===== src/rtl/alu_ctrl_pkg.sv =====
// Shared opcodes, ALU control-bit positions, sequencer state and decode types
// for the ALU operation sequencer.
package alu_ctrl_pkg;

  localparam logic [3:0] OP_CLR  = 4'd0;
  localparam logic [3:0] OP_ADD  = 4'd1;
  localparam logic [3:0] OP_SUB  = 4'd2;
  localparam logic [3:0] OP_MUL  = 4'd3;
  localparam logic [3:0] OP_DIV  = 4'd4;
  localparam logic [3:0] OP_SHL  = 4'd5;
  localparam logic [3:0] OP_SHR  = 4'd6;
  localparam logic [3:0] OP_ASL  = 4'd7;
  localparam logic [3:0] OP_ASR  = 4'd8;
  localparam logic [3:0] OP_AND  = 4'd9;
  localparam logic [3:0] OP_OR   = 4'd10;
  localparam logic [3:0] OP_NOT  = 4'd11;
  localparam logic [3:0] OP_XOR  = 4'd12;
  localparam logic [3:0] OP_XNOR = 4'd13;
  localparam logic [3:0] OP_LDB  = 4'd14;
  localparam logic [3:0] OP_ILL  = 4'd15;

  localparam int B_CLR  = 8;
  localparam int B_ADD  = 9;
  localparam int B_SUB  = 15;
  localparam int B_MUL  = 16;
  localparam int B_DIV  = 17;
  localparam int B_SHL  = 18;
  localparam int B_SHR  = 19;
  localparam int B_ASL  = 20;
  localparam int B_ASR  = 21;
  localparam int B_AND  = 22;
  localparam int B_OR   = 23;
  localparam int B_NOT  = 24;
  localparam int B_XOR  = 25;
  localparam int B_XNOR = 26;
  localparam int B_LDBR = 28;

  localparam logic [31:0] LDBR_WORD = 32'h1000_0000;

  typedef enum logic [2:0] {S_IDLE, S_LOADBR, S_EXEC, S_WAIT, S_RESP} state_t;
  typedef enum logic [1:0] {LAT_NONE, LAT_MUL, LAT_DIV} lat_sel_t;

  typedef struct packed {
    logic [31:0] op_word;
    logic        binary;
    logic        ldb;
    logic        illegal;
    lat_sel_t    lat_sel;
  } dec_t;

  // Ops that consume BR and therefore need a load before the strobe.
  function automatic logic is_binary(input logic [3:0] op);
    case (op)
      OP_ADD, OP_SUB, OP_MUL, OP_DIV,
      OP_AND, OP_OR, OP_XOR, OP_XNOR: return 1'b1;
      default:                        return 1'b0;
    endcase
  endfunction

endpackage


===== src/rtl/alu_op_decode.sv =====
// Opcode decode: one-hot ALU strobe word plus class flags and latency select.
module alu_op_decode
  import alu_ctrl_pkg::*;
(
  input  logic [3:0] op,
  output dec_t       dec
);

  always_comb begin
    dec         = '0;
    dec.binary  = is_binary(op);
    dec.ldb     = (op == OP_LDB);
    dec.illegal = (op == OP_ILL);
    dec.lat_sel = LAT_NONE;
    case (op)
      OP_CLR:  dec.op_word[B_CLR]  = 1'b1;
      OP_ADD:  dec.op_word[B_ADD]  = 1'b1;
      OP_SUB:  dec.op_word[B_SUB]  = 1'b1;
      OP_MUL:  begin dec.op_word[B_MUL] = 1'b1; dec.lat_sel = LAT_MUL; end
      OP_DIV:  begin dec.op_word[B_DIV] = 1'b1; dec.lat_sel = LAT_DIV; end
      OP_SHL:  dec.op_word[B_SHL]  = 1'b1;
      OP_SHR:  dec.op_word[B_SHR]  = 1'b1;
      OP_ASL:  dec.op_word[B_ASL]  = 1'b1;
      OP_ASR:  dec.op_word[B_ASR]  = 1'b1;
      OP_AND:  dec.op_word[B_AND]  = 1'b1;
      OP_OR:   dec.op_word[B_OR]   = 1'b1;
      OP_NOT:  dec.op_word[B_NOT]  = 1'b1;
      OP_XOR:  dec.op_word[B_XOR]  = 1'b1;
      OP_XNOR: dec.op_word[B_XNOR] = 1'b1;
      OP_LDB:  dec.op_word[B_LDBR] = 1'b1;
      default: ;
    endcase
  end

endmodule


===== src/rtl/alu_ctrl_seq.sv =====
// ALU operation sequencer: BR load, op strobe, settle wait, then a held
// response carrying ACC, high word and sign flag.
module alu_ctrl_seq
  import alu_ctrl_pkg::*;
#(
  parameter int MUL_LAT = 0,
  parameter int DIV_LAT = 0
) (
  input  logic        clk,
  input  logic        rst_n,
  input  logic        req_valid,
  output logic        req_ready,
  input  logic [3:0]  req_op,
  input  logic [15:0] req_operand,
  output logic [31:0] control_signal,
  output logic [15:0] br_out,
  input  logic        alu_flag,
  input  logic [15:0] alu_high,
  input  logic [15:0] alu_low,
  output logic        rsp_valid,
  input  logic        rsp_ready,
  output logic [15:0] rsp_acc,
  output logic [15:0] rsp_high,
  output logic        rsp_flag,
  output logic        rsp_err,
  output logic        busy
);

  localparam logic [3:0] MUL_CNT = 4'(MUL_LAT);
  localparam logic [3:0] DIV_CNT = 4'(DIV_LAT);

  state_t     state;
  logic [3:0] op_q;
  logic [3:0] cnt;
  logic [3:0] dec_op;
  logic [3:0] lat_cnt;
  dec_t       dec;

  // In IDLE the decoder looks at the incoming opcode so the first control
  // word can be registered on the accept edge; afterwards it sees the latch.
  assign dec_op = (state == S_IDLE) ? req_op : op_q;

  alu_op_decode u_dec (
    .op  (dec_op),
    .dec (dec)
  );

  always_comb begin
    case (dec.lat_sel)
      LAT_MUL: lat_cnt = MUL_CNT;
      LAT_DIV: lat_cnt = DIV_CNT;
      default: lat_cnt = 4'd0;
    endcase
  end

  assign req_ready = (state == S_IDLE);
  assign busy      = (state != S_IDLE);

  always_ff @(posedge clk or negedge rst_n) begin
    if (!rst_n) begin
      state          <= S_IDLE;
      op_q           <= '0;
      cnt            <= '0;
      control_signal <= '0;
      br_out         <= '0;
      rsp_valid      <= 1'b0;
      rsp_err        <= 1'b0;
      rsp_acc        <= '0;
      rsp_high       <= '0;
      rsp_flag       <= 1'b0;
    end else begin
      case (state)
        S_IDLE: begin
          if (req_valid) begin
            op_q   <= req_op;
            br_out <= req_operand;
            if (dec.illegal) begin
              state     <= S_RESP;
              rsp_valid <= 1'b1;
              rsp_err   <= 1'b1;
              rsp_acc   <= alu_low;
              rsp_high  <= alu_high;
              rsp_flag  <= alu_flag;
            end else if (dec.binary || dec.ldb) begin
              state          <= S_LOADBR;
              control_signal <= LDBR_WORD;
            end else begin
              state          <= S_EXEC;
              control_signal <= dec.op_word;
            end
          end
        end
        S_LOADBR: begin
          if (dec.ldb) begin
            state          <= S_WAIT;
            control_signal <= '0;
            cnt            <= '0;
          end else begin
            state          <= S_EXEC;
            control_signal <= dec.op_word;
          end
        end
        S_EXEC: begin
          state          <= S_WAIT;
          control_signal <= '0;
          cnt            <= lat_cnt;
        end
        S_WAIT: begin
          // ACC was already updated on the EXEC edge, so a zero count captures now.
          if (cnt != 4'd0) begin
            cnt <= cnt - 4'd1;
          end else begin
            state     <= S_RESP;
            rsp_valid <= 1'b1;
            rsp_acc   <= alu_low;
            rsp_high  <= alu_high;
            rsp_flag  <= alu_flag;
          end
        end
        S_RESP: begin
          if (rsp_ready) begin
            state     <= S_IDLE;
            rsp_valid <= 1'b0;
            rsp_err   <= 1'b0;
          end
        end
        default: state <= S_IDLE;
      endcase
    end
  end

endmodule


===== config.mk =====
export PLATFORM = sky130hd
export DESIGN_NAME = alu_ctrl_seq
export DESIGN_NICKNAME = d
export VERILOG_FILES = /design/src/rtl/alu_ctrl_pkg.sv /design/src/rtl/alu_op_decode.sv /design/src/rtl/alu_ctrl_seq.sv
export SDC_FILE = /design/constraint.sdc
export NUM_CORES = 1
export LEC_CHECK = 0
export ABC_AREA = 1
export BUFFER_PORTS_ARGS = -buffer_cell sky130_fd_sc_hd__buf_2
export CAP_MARGIN = 30
export CORE_MARGIN = 5
export CORE_UTILIZATION = 40
export CTS_CLUSTER_SIZE = 28
export DETAILED_ROUTE_END_ITERATION = 12
export PLACE_DENSITY = 0.81
export SETUP_SLACK_MARGIN = 0.2
export SLEW_MARGIN = 25
export SYNTH_ARGS = -nofsm -noshare
export SYNTH_HDL_FRONTEND = slang
export SYNTH_SLANG_ARGS = --single-unit
export TNS_END_PERCENT = 20

===== constraint.sdc =====
create_clock -name clk -period 2.2 [get_ports clk]
set_input_delay 0.22 -clock clk [delete_from_list [all_inputs] [get_ports clk]]
set_output_delay 0.22 -clock clk [all_outputs]
set_load 0.05 [all_outputs]

# --- Word-level counts from Yosys, hierarchy flattened ---
# Memories as Yosys holds them, arrays and structs flattened.
# Cells that the tools add are included.
classes:
  n_eq_ne: 26
  addsub: 1
  mux: 49
  n_reduce_logical: 17
ops:
  columns: ["cell", "n"]
  rows:
  - ["two-way mux 16 bit", 6]
  - ["case mux 32 bit (3 select lines)", 1]
  - ["two-way mux 32 bit", 2]
  - ["case mux 16 bit (2 select lines)", 2]
  - ["two-way mux 29 bit", 2]
  - ["== test 4 bit (second input constant)", 8]
  - ["two-way mux 1 bit", 23]
  - ["== test 4 x 3 -> 1 bit (second input constant)", 4]
  - ["case mux 3 bit (5 select lines)", 1]
  - ["two-way mux 3 bit", 4]
  - ["two-way mux 4 bit", 3]
  - ["!= test 2 bit (second input constant)", 6]
  - ["case mux 4 bit (3 select lines)", 1]
  - ["nonzero test 3 bit", 4]
  - ["AND reduction 3 bit", 3]
  - ["== test 4 x 2 -> 1 bit (second input constant)", 2]
  - ["AND reduction 4 bit", 2]
  - ["== test 3 x 2 -> 1 bit (second input constant)", 2]
  - ["AND reduction 5 bit", 1]
  - ["== test 4 x 1 -> 1 bit (second input constant)", 1]
  - ["zero test 4 bit", 1]
  - ["case mux 1 bit (2 select lines)", 2]
  - ["nonzero test 2 bit", 2]
  - ["nonzero test 4 bit", 1]
  - ["other kinds (9)", 9]
totals:
  inputBits: 57
  elab_cells: 104
  out_inout_bits: 85
  rom_bits: 16
  regBits: 94
  n_memories: 1
mem_list:
  columns: ["memory", "words", "word_bits", "rd", "rd_ports_with_merged_regs", "write_ports", "line_no", "rtl"]
  rows:
  - ["(no name shown)", 16, 1, 1, 0, 0, "alu_ctrl_pkg.sv:53", "case (op)"]

# --- Depth between registers and ports, before layout ---
# Gate-level depths: netlist of the first run.
depth:
  ltp_word: 8
  mapped_depth: 16
  depth_no_buf: 15

# --- Cells and area by module ---
# Synthesis of the first run repeated with hierarchy kept, for this count alone.
unflattened:
  hier_cells: 618
  hier_area_um2: 4672.0
modules_own_cells:
  columns: ["module", "cells_per_inst", "area_per_inst_um2", "instances"]
  rows:
  - ["alu_ctrl_seq", 556, 4332.9, 1]
  - ["alu_op_decode", 62, 339.1, 1]

# --- Worst setup path after synthesis of the first run ---
# OpenSTA, ideal clock, no wires.
synth_timing:
  kind: "register to register"
  start: "reg state[1]"
  end: "reg control_signal[15]"
  arrival_ns: 2.059
  stages_incl_launch_ff: 15
  setup_ns: 0.118
  slack_ns: 0.023
  period_less_slack_ns: 2.177
  n_path_buf: 1
  t_required_ns: 2.082
  path_cell_list: "dfrtp_1 -> nor2_4 -> nand2_2 -> buf_6 -> o21ai_0 -> inv_1 -> ha_1 -> inv_1 -> nand3_1 -> nand2_1 -> nand2_1 -> nand4_1 -> nand2_1 -> nand2_1 -> nand2_1"
synth_between:
  elab_chain_len: 8
  word_cells_on_any_way: 19
synth_lines:
  columns: ["element", "line_no", "rtl"]
  rows:
  - ["start: declaration", "alu_ctrl_seq.sv:32", "state_t state;"]
  - ["start signal: assignment", "alu_ctrl_seq.sv:61", "state <= S_IDLE;"]
  - ["start signal: assignment", "alu_ctrl_seq.sv:78", "state <= S_RESP;"]
  - ["start signal: assignment", "alu_ctrl_seq.sv:85", "state <= S_LOADBR;"]
  - ["zero test 3 bit", "alu_ctrl_seq.sv:41, alu_ctrl_seq.sv:72", null]
  - ["two-way mux 4 bit", "alu_ctrl_seq.sv:41", "assign dec_op = (state == S_IDLE) ? req_op : op_q;"]
  - ["memory (16 x 1 bit), or another cell as far along", null, null]
  - ["logical OR 1 bit or two-way mux 1 bit (tied branches)", "alu_ctrl_seq.sv:84, alu_op_decode.sv:15", null]
  - ["two-way mux 29 bit", "alu_ctrl_seq.sv:84", "end else if (dec.binary || dec.ldb) begin"]
  - ["two-way mux 32 bit", "alu_ctrl_seq.sv:77", "if (dec.illegal) begin"]
  - ["two-way mux 32 bit", "alu_ctrl_seq.sv:74", "if (req_valid) begin"]
  - ["case mux 32 bit (3 select lines)", "alu_ctrl_seq.sv:72", "case (state)"]
  - ["end signal: assignment", "alu_ctrl_seq.sv:89", "control_signal <= dec.op_word;"]
  - ["end signal: assignment", "alu_ctrl_seq.sv:100", "control_signal <= dec.op_word;"]
  - ["end: declaration", "alu_ctrl_seq.sv:15", "output logic [31:0] control_signal,"]
# Several ways; a longest one is shown, not always the timed one. The select of a mux whose other input is x is not followed.
# A chain may end at the register's enable or synchronous reset.

# --- Worst setup path in the final report of the first run ---
layout_timing:
  start: "reg state[0]"
  end: "reg control_signal[16]"
# Same word-level chain as after synthesis.

==> key figures, run 1 <==
Timing
  – Min Tclk post-route: 1.972 ns
  – RSZ-0062 raised after global routing: true
  – Final period utilization: 0.8963
  – Worst-case clock skew: 0.01110 ns
  – Max Clk Rate: 507.1 MHz
  – Slew Viols, Final: 0
  – Worst-margin pin slew: 0.7101 ns
  – Max-slew headroom: 0.5266
  – Final Hold Vio Count: 0
  – Fin Setup TNS: 0 ns
  – Final setup fails: 0

Critical path
  – Worst path slowest cell: dfrtp_1
  – WP buf/inv: 1
  – Max incr delay on CP: 0.43 ns
  – Critical R2R Launch: state[0]$_DFFE_PN0P_
  – Critical Path, Cell by Cell: nor2_4 > nand2_4 > nand2_2 > nand2_4 > inv_2 > ha_4 > nand2_1 > nand2_1 > nand2_1 > nand4_1 > nand2_4 > nand2_2 > nand2_1
  – Startpoint Class: flip-flop
  – Worst endpoint required time: 2.49 ns
  – Critical path peak fanout: 5
  – Reg2reg path depth: 13
  – Stages on worst setup path: 13
  – Most frequent CP cell: nand2_1
  – CP Capture Type: flip-flop
  – Setup crit start: state[0]$_DFFE_PN0P_
  – Worst path arrival time: 2.26 ns
  – Delay-heaviest family, CP: simple AND/OR/NAND/NOR gates
  – Type of the worst setup path: flip-flop to flip-flop

Synth
  – Area of the mapped netlist: 3582 sq um
  – Post-synthesis register bit count: 77
  – Yosys warning count: 0
  – Post-Synthesis Cells: 444
  – Yosys cell types: 26
  – Seq/Total Area, Yosys: 0.5379
  – Syn avg cell area: 8.068 sq um

Clock network
  – Clock-pin transition on the worst setup and hold timing paths: 0.08 ns
  – CTS Buf Count: 9
  – CTS root buffer: clkbuf_8
  – Clk_lat worst skew: 0.35 ns
  – TritonCTS clock tree: yes
  – Clock buffer depth: 2
  – CTS Sinks: 77
  – H-tree depth: 3

Route
  – Routed wire length: 8659 microns
  – Vias: 3,147
  – Via density: 4.528
  – Per-cell routed wire length: 12.46 microns
  – Initial DRC Count: 150
  – Post-DRT Antenna Nets: 0
  – DRC: 0
  – Detailed Routing Iterations Pass 1: 4

Flow run
  – Max-cap violations: 0

Floorplan
  – Die Ht: 104.6 microns
  – Full die area: 10,950 sq um
  – # rows: 34
  – Starting Density: 0.4108
  – CORE AREA: 8721 sq um
  – Die Wd: 104.6 microns
  – Ports: 142

Global routing
  – Vias in the first global route: 3,002
  – GRT Overall Usage: 0.1534
  – Initial antenna violation count: 0
  – First-pass GRT wire length: 14,090 microns
  – Total gr overflow: 0
  – Largest net degree at the start of global routing: 78

Placement
  – IO Port Bufs: 124
  – RD Place Congestion: 0.8540
  – Detailed placement HPWL: 6119 microns

Run status
  – Status: complete, no violations

Final layout
  – Layout cells sized above 1: 0.3237
  – Area growth, synth to finish: 28.68%
  – Number of fill cells: 808
  – Final #Nets: 646
  – Diode count: 0

Min path
  – Min-delay src: alu_high[4]
  – Worst Hold Class: primary input to flip-flop
  – Hold Crit Depth: 3
-- logic make-up after synthesis --
family	count (synthesis)	share of synthesized area
xor+xnor	1	0.002445
fa+ha+maj	5	0.01746
simple gates	286	0.3185
compound gates	17	0.02829
other cells	1	0.001047
flops	77	0.5379
buf+inv	57	0.09430
-- metal layers --
layer | global-route usage | up-vias | wire length [microns]
met3 | 0.02959 | 12 | 484
met1 | 0.1948 | 1441 | 3636
met2 | 0.2615 | 98 | 4408
li1 | - | 1596 | -
met4 | 0.05479 | 0 | 131
met5 | 0 | - | 0
-- placed cells by master, fill, tap and decap left out, drive strengths merged --
cell type	n
o31ai	1
nand3b	1
xnor2	1
nand4	3
a21oi	1
dfrtp	77
or2	1
dlygate4sd3	1
buf	140
nand3	16
nand2	247
o21ai	14
ha	5
clkinv	3
conb	17
inv	26
clkbuf	11
o211ai	1
nor3	1
nor2	20
-- tightest hold or removal path: cells and delay by family --
kind | cells | cell delay (ns)
simple gates | 2 | 0.09
buf+inv | 1 | 0.07
-- area by class of cell --
cell class,instances,area [sq um],share of cell area
Sequential cell,77,1927,0.4180
Tap cell,108,135.1,0.02932
Clock inverter,3,15.01,0.003257
Inverter,26,105.1,0.02280
Timing Repair Buffer,141,777.0,0.1686
Multi-Input combinational cell,329,1519,0.3295
Clock buffer,11,131.4,0.02850
-- registers in the layout, indices dropped and copies added (netlist names) --
register / cells
br_out: 16
rsp_acc: 16
rsp_high: 16
control_signal: 15
cnt: 4
op_q: 4
state: 3
rsp_err: 1
rsp_flag: 1
rsp_valid: 1
-- timing repair --
| action | in CTS | in global routing |
|---|---|---|
| endpoints found under the setup margin | 53 | 56 |
| hold buffers | 0 | 1 |
| hold endpoints to repair | 0 | 72 |
| pin swaps | 1 | 9 |
| resized for setup | 7 | 27 |
| setup buffers | 1 | 7 |
| gates cloned | 0 | 3 |
-- Yosys cell counts, drive strengths merged --
master | number | area share
nand2 | 244 | 0.26
dfrtp | 77 | 0.54
buf | 27 | 0.062
inv | 26 | 0.028
nor2 | 20 | 0.023
nand3 | 16 | 0.024
o21ai | 14 | 0.023
ha | 5 | 0.017
clkbuf | 4 | 0.0042
nand4 | 3 | 0.0052
a21oi | 1 | 0.0014
conb | 1 | 0.0010
nand3b | 1 | 0.0021
nor3 | 1 | 0.0014
o211ai | 1 | 0.0021
o31ai | 1 | 0.0021
or2 | 1 | 0.0017
xnor2 | 1 | 0.0024
-- stage by stage --
| step | hold WS, ns | instance area, sq um | util | worst slack, ns | instances |
|---|---|---|---|---|---|
| after global routing | 0.06220 | 4609 | 0.5286 | 0.1017 | 695 |
| final | 0.06402 | 4609 | 0.5286 | 0.2280 | 695 |
| after detailed placement | 0.4241 | 4229 | 0.4849 | 0.04867 | 669 |
| after floorplan | -0.07559 | 3649 | - | 0.2136 | 460 |
| after global placement | 0.4209 | 4229 | 0.4849 | 0.2105 | 669 |
| after CTS | 0.04793 | 4422 | 0.5070 | 0.1699 | 684 |
-- path summary, 6_finish.rpt --
path | to | slack [ns]
hold / removal | rsp_high[4]$_DFFE_PN0P_ | 0.06
setup reg to reg | control_signal[16]$_DFFE_PN0P_ | 0.23
min in group asynchronous | op_q[0]$_DFFE_PN0P_ | 0.42
setup / recovery | control_signal[16]$_DFFE_PN0P_ | 0.23
max in group asynchronous | rsp_high[0]$_DFFE_PN0P_ | 1.25
hold reg to reg | rsp_high[7]$_DFFE_PN0P_ | 0.47
Power of run 1 is left out: the tool's default activity adds up to more than one toggle a clock period on the data nets, which glitch-free logic cannot reach.
==> run 2, diff against run 1 <==
--- a/config.mk
+++ b/config.mk
@@ -5,9 +5,7 @@
 export SDC_FILE = /design/constraint.sdc
 export NUM_CORES = 1
 export LEC_CHECK = 0
-export ABC_AREA = 1
 export BUFFER_PORTS_ARGS = -buffer_cell sky130_fd_sc_hd__buf_2
-export CAP_MARGIN = 30
 export CORE_MARGIN = 5
 export CORE_UTILIZATION = 40
 export CTS_CLUSTER_SIZE = 28
==> constraint.sdc (replaced) <==
create_clock -name clk -period 2.2 [get_ports clk]
set_input_delay 0.66 -clock clk [delete_from_list [all_inputs] [get_ports clk]]
set_output_delay 0.66 -clock clk [all_outputs]
set_load 0.05 [all_outputs]
==> run 2 against run 1 <==
  * Register-to-register slack worse by 0.47 ns
  * Worst hold slack gained 0.24 ns
  * Synthesized cell count fell by 37%
  * Largest cell class unchanged
  * Cell area up 1.7%
  * Count of clock-buffer cells in the layout shrank 1
  * The run now ends with setup timing left
  * Setup slack lost 0.47 ns
  * Clock skew is 0.0023 ns lower
  * First-iteration DRC count is 31% lower
  * Sequential share of layout area is 0.70 points lower
==> key figures, run 2 <==
Route
  – Via density: 4.961 (was 4.528)
  – Routed wire length: 8249 microns (was 8659 microns)
  – Detailed Routing Iterations Pass 1: 4 (unchanged)
  – Post-DRT Antenna Nets: 0 (unchanged)
  – DRC: 0 (unchanged)
  – Initial DRC Count: 104 (was 150)
  – Per-cell routed wire length: 15.30 microns (was 12.46 microns)
  – Vias: 2,674 (was 3,147)

Final layout
  – Number of fill cells: 766 (was 808)
  – Commonest non-fill, non-tap cell in the layout: buf_2 (was nand2_1)
  – Post-route insts no fill: 539 (was 695)
  – Most frequent cells in the layout: 123 x buf_2, 77 x dfrtp_1, 53 x mux2_2 (was 226 x nand2_1, 123 x buf_2, 77 x dfrtp_1)
  – Final #Nets: 488 (was 646)
  – Layout cells sized above 1: 0.5754 (was 0.3237)
  – Area growth, synth to finish: 32.36% (was 28.68%)
  – Final core occ: 0.5402 (was 0.5286)
  – Diode count: 0 (unchanged)
  – Top flop regs: br_out: 16 flops, rsp_acc: 16 flops, rsp_high: 16 flops (unchanged)

Timing
  – Worst-case clock skew: 0.008787 ns (was 0.01110 ns)
  – Worst-margin pin slew: 0.6229 ns (was 0.7101 ns)
  – Max-slew headroom: 0.5838 (was 0.5266)
  – Slew Viols, Final: 0 (unchanged)
  – Min Tclk post-route: 2.446 ns (was 1.972 ns)
  – WHS: 0.2991 ns (was 0.06402 ns)
  – Final setup fails: 47 (was 0)
  – Fin Setup TNS: -2.984 ns (was 0 ns)
  – Final period utilization: 1.112 (was 0.8963)
  – Max Clk Rate: 408.9 MHz (was 507.1 MHz)
  – Min setup slack post-route: -0.2458 ns (was 0.2280 ns)
  – Final Hold Vio Count: 0 (unchanged)
  – RSZ-0062 raised after global routing: true (unchanged)

Synth
  – Synth top area cells: dfrtp_1 54%, mux2_2 17%, buf_4 4.7% (was dfrtp_1 54%, nand2_1 25%, buf_4 4.2%)
  – Syn avg cell area: 12.65 sq um (was 8.068 sq um)
  – Post-synth EDFFs: 0 (unchanged)
  – Yosys cell types: 44 (was 26)
  – Main flop type after synthesis: dfrtp_1 (unchanged)
  – Area leader, netlist: dfrtp_1 (unchanged)
  – Yosys warning count: 0 (unchanged)
  – Most numerous cell in the Yosys netlist: dfrtp_1 (was nand2_1)
  – Area of the mapped netlist: 3542 sq um (was 3582 sq um)
  – Synth cell count leaders: 77 x dfrtp_1, 55 x mux2_2, 22 x buf_4 (was 238 x nand2_1, 77 x dfrtp_1, 25 x inv_1)
  – Ys async rst share: 1.000 (unchanged)
  – Post-synthesis register bit count: 77 (unchanged)
  – Seq/Total Area, Yosys: 0.5440 (was 0.5379)
  – Post-Synthesis Cells: 280 (was 444)
  – Area share of the leading cell type in the synthesized netlist: 0.5440 (was 0.5379)

Placement
  – Placed Instances: 517 (was 669)
  – IO Port Bufs: 124 (unchanged)
  – Detailed placement HPWL: 6157 microns (was 6119 microns)
  – RD Place Congestion: 0.8780 (was 0.8540)

Critical path
  – Worst endpoint required time: 2.44 ns (was 2.49 ns)
  – Startpoint Class: flip-flop (unchanged)
  – Worst path arrival time: 2.68 ns (was 2.26 ns)
  – Type of the worst setup path: flip-flop to flip-flop (unchanged)
  – Critical path peak fanout: 4 (was 5)
  – CP Capture Type: flip-flop (unchanged)

Clock network
  – Clock buffer depth: 2 (unchanged)
  – H-tree depth: 3 (unchanged)
  – Clock-pin transition on the worst setup and hold timing paths: 0.08 ns (about the same)
  – CTS Hold Bufs: 0 (unchanged)
  – CTS root buffer: clkbuf_8 (unchanged)
  – Clk_lat worst skew: 0.34 ns (was 0.35 ns)
  – CTS Sinks: 77 (unchanged)
  – CTS Buf Count: 9 (unchanged)
  – TritonCTS clock tree: yes (unchanged)

Global routing
  – GRT Overall Usage: 0.1535 (was 0.1534)
  – Met2 Use GR: 0.2750 (was 0.2615)
  – First-pass GRT wire length: 13,830 microns (was 14,090 microns)
  – Vias in the first global route: 2,899 (was 3,002)
  – Grt met1 use: 0.1668 (was 0.1948)
  – Initial antenna violation count: 0 (unchanged)
  – Top Usage Layer GRT: met2 (unchanged)
  – M3 GR Usage: 0.05338 (was 0.02959)
  – Largest net degree at the start of global routing: 43 (was 78)
  – Total gr overflow: 0 (unchanged)

Floorplan
  – # rows: 34 (unchanged)
  – CORE AREA: 8678 sq um (was 8721 sq um)
  – Die Wd: 104.1 microns (was 104.6 microns)
  – Die Ht: 104.1 microns (was 104.6 microns)
  – Ports: 142 (unchanged)
  – Starting Density: 0.4082 (was 0.4108)
  – Full die area: 10,840 sq um (was 10,950 sq um)

Run status
  – Failing checks: setup timing
  – Status: complete, but fails checks (was complete, no violations)

Flow run
  – Max-cap violations: 0 (unchanged)

Min path
  – Worst Hold Class: primary input to asynchronous set/reset pin (was primary input to flip-flop)
run 2: cell type report:
type,count,area (sq um),area share
clock inverters,6,52.55,0.01121
clock buffers,10,137.6,0.02936
repair buffers,149,843.3,0.1799
well taps,108,135.1,0.02882
inverters,11,46.29,0.009875
multi-input cells,178,1546,0.3299
flip-flops and latches,77,1927,0.4110
run 2: worst paths after layout:
check	start	end	slack, ns	depth (start not counted)
max	state[0]$_DFFE_PN0P_	control_signal[25]$_DFFE_PN0P_	-0.25	8
min	rst_n	rsp_acc[2]$_DFFE_PN0P_	0.30	1
max reg2reg	state[0]$_DFFE_PN0P_	control_signal[25]$_DFFE_PN0P_	-0.25	8
min reg2reg	control_signal[18]$_DFFE_PN0P_	control_signal[18]$_DFFE_PN0P_	0.49	2
max in group asynchronous	rst_n	br_out[5]$_DFFE_PN0P_	1.32	2
min in group clk	control_signal[18]$_DFFE_PN0P_	control_signal[18]$_DFFE_PN0P_	0.49	2
run 2: what timing repair did:
action | 4_1_cts | 5_1_grt
endpoints found under the setup margin | 58 | 58
gates resized for setup | 9 | 12
pin swaps | 12 | 7
buffers inserted | 3 | 3
run 2: kinds of logic (layout without fill, tap and decap cells):
family          after synthesis  in the layout  synth area share
mux                          57             57            0.1805
other cells                   1             17          0.001059
fa+ha+maj                     5              5           0.01766
compound gates               51             51            0.1042
buf+inv                      41            176           0.07065
xor+xnor                      1              1          0.002473
flops                        77             77            0.5440
simple gates                 47             47           0.07948
run 2: through the flow:
step	setup WS (ns)	cell area [sq um]
after global placement	-0.2227	4377
after global routing	-0.3175	4688
after detailed placement	-0.2398	4377
after CTS	-0.2350	4636
final	-0.2458	4688
after floorplan	-0.7155	3671
run 2: routing by layer:
| metal | vias to the layer above | wire, microns |
|---|---|---|
| li1 | 1257 | - |
| met1 | 1309 | 2988 |
| met2 | 97 | 4510 |
| met3 | 11 | 650 |
| met4 | 0 | 99 |
| met5 | - | 0 |
run 2: worst max-delay path, stage by stage (launching register included):
cell      delay, ns
dfrtp_1        0.41
nor3_4         0.29
mux2_4         0.38
ha_4           0.29
nand2b_4       0.12
a21oi_2        0.06
o21a_1         0.20
or3b_4         0.37
a32o_1         0.22
Power of run 2 is left out for the same reason.
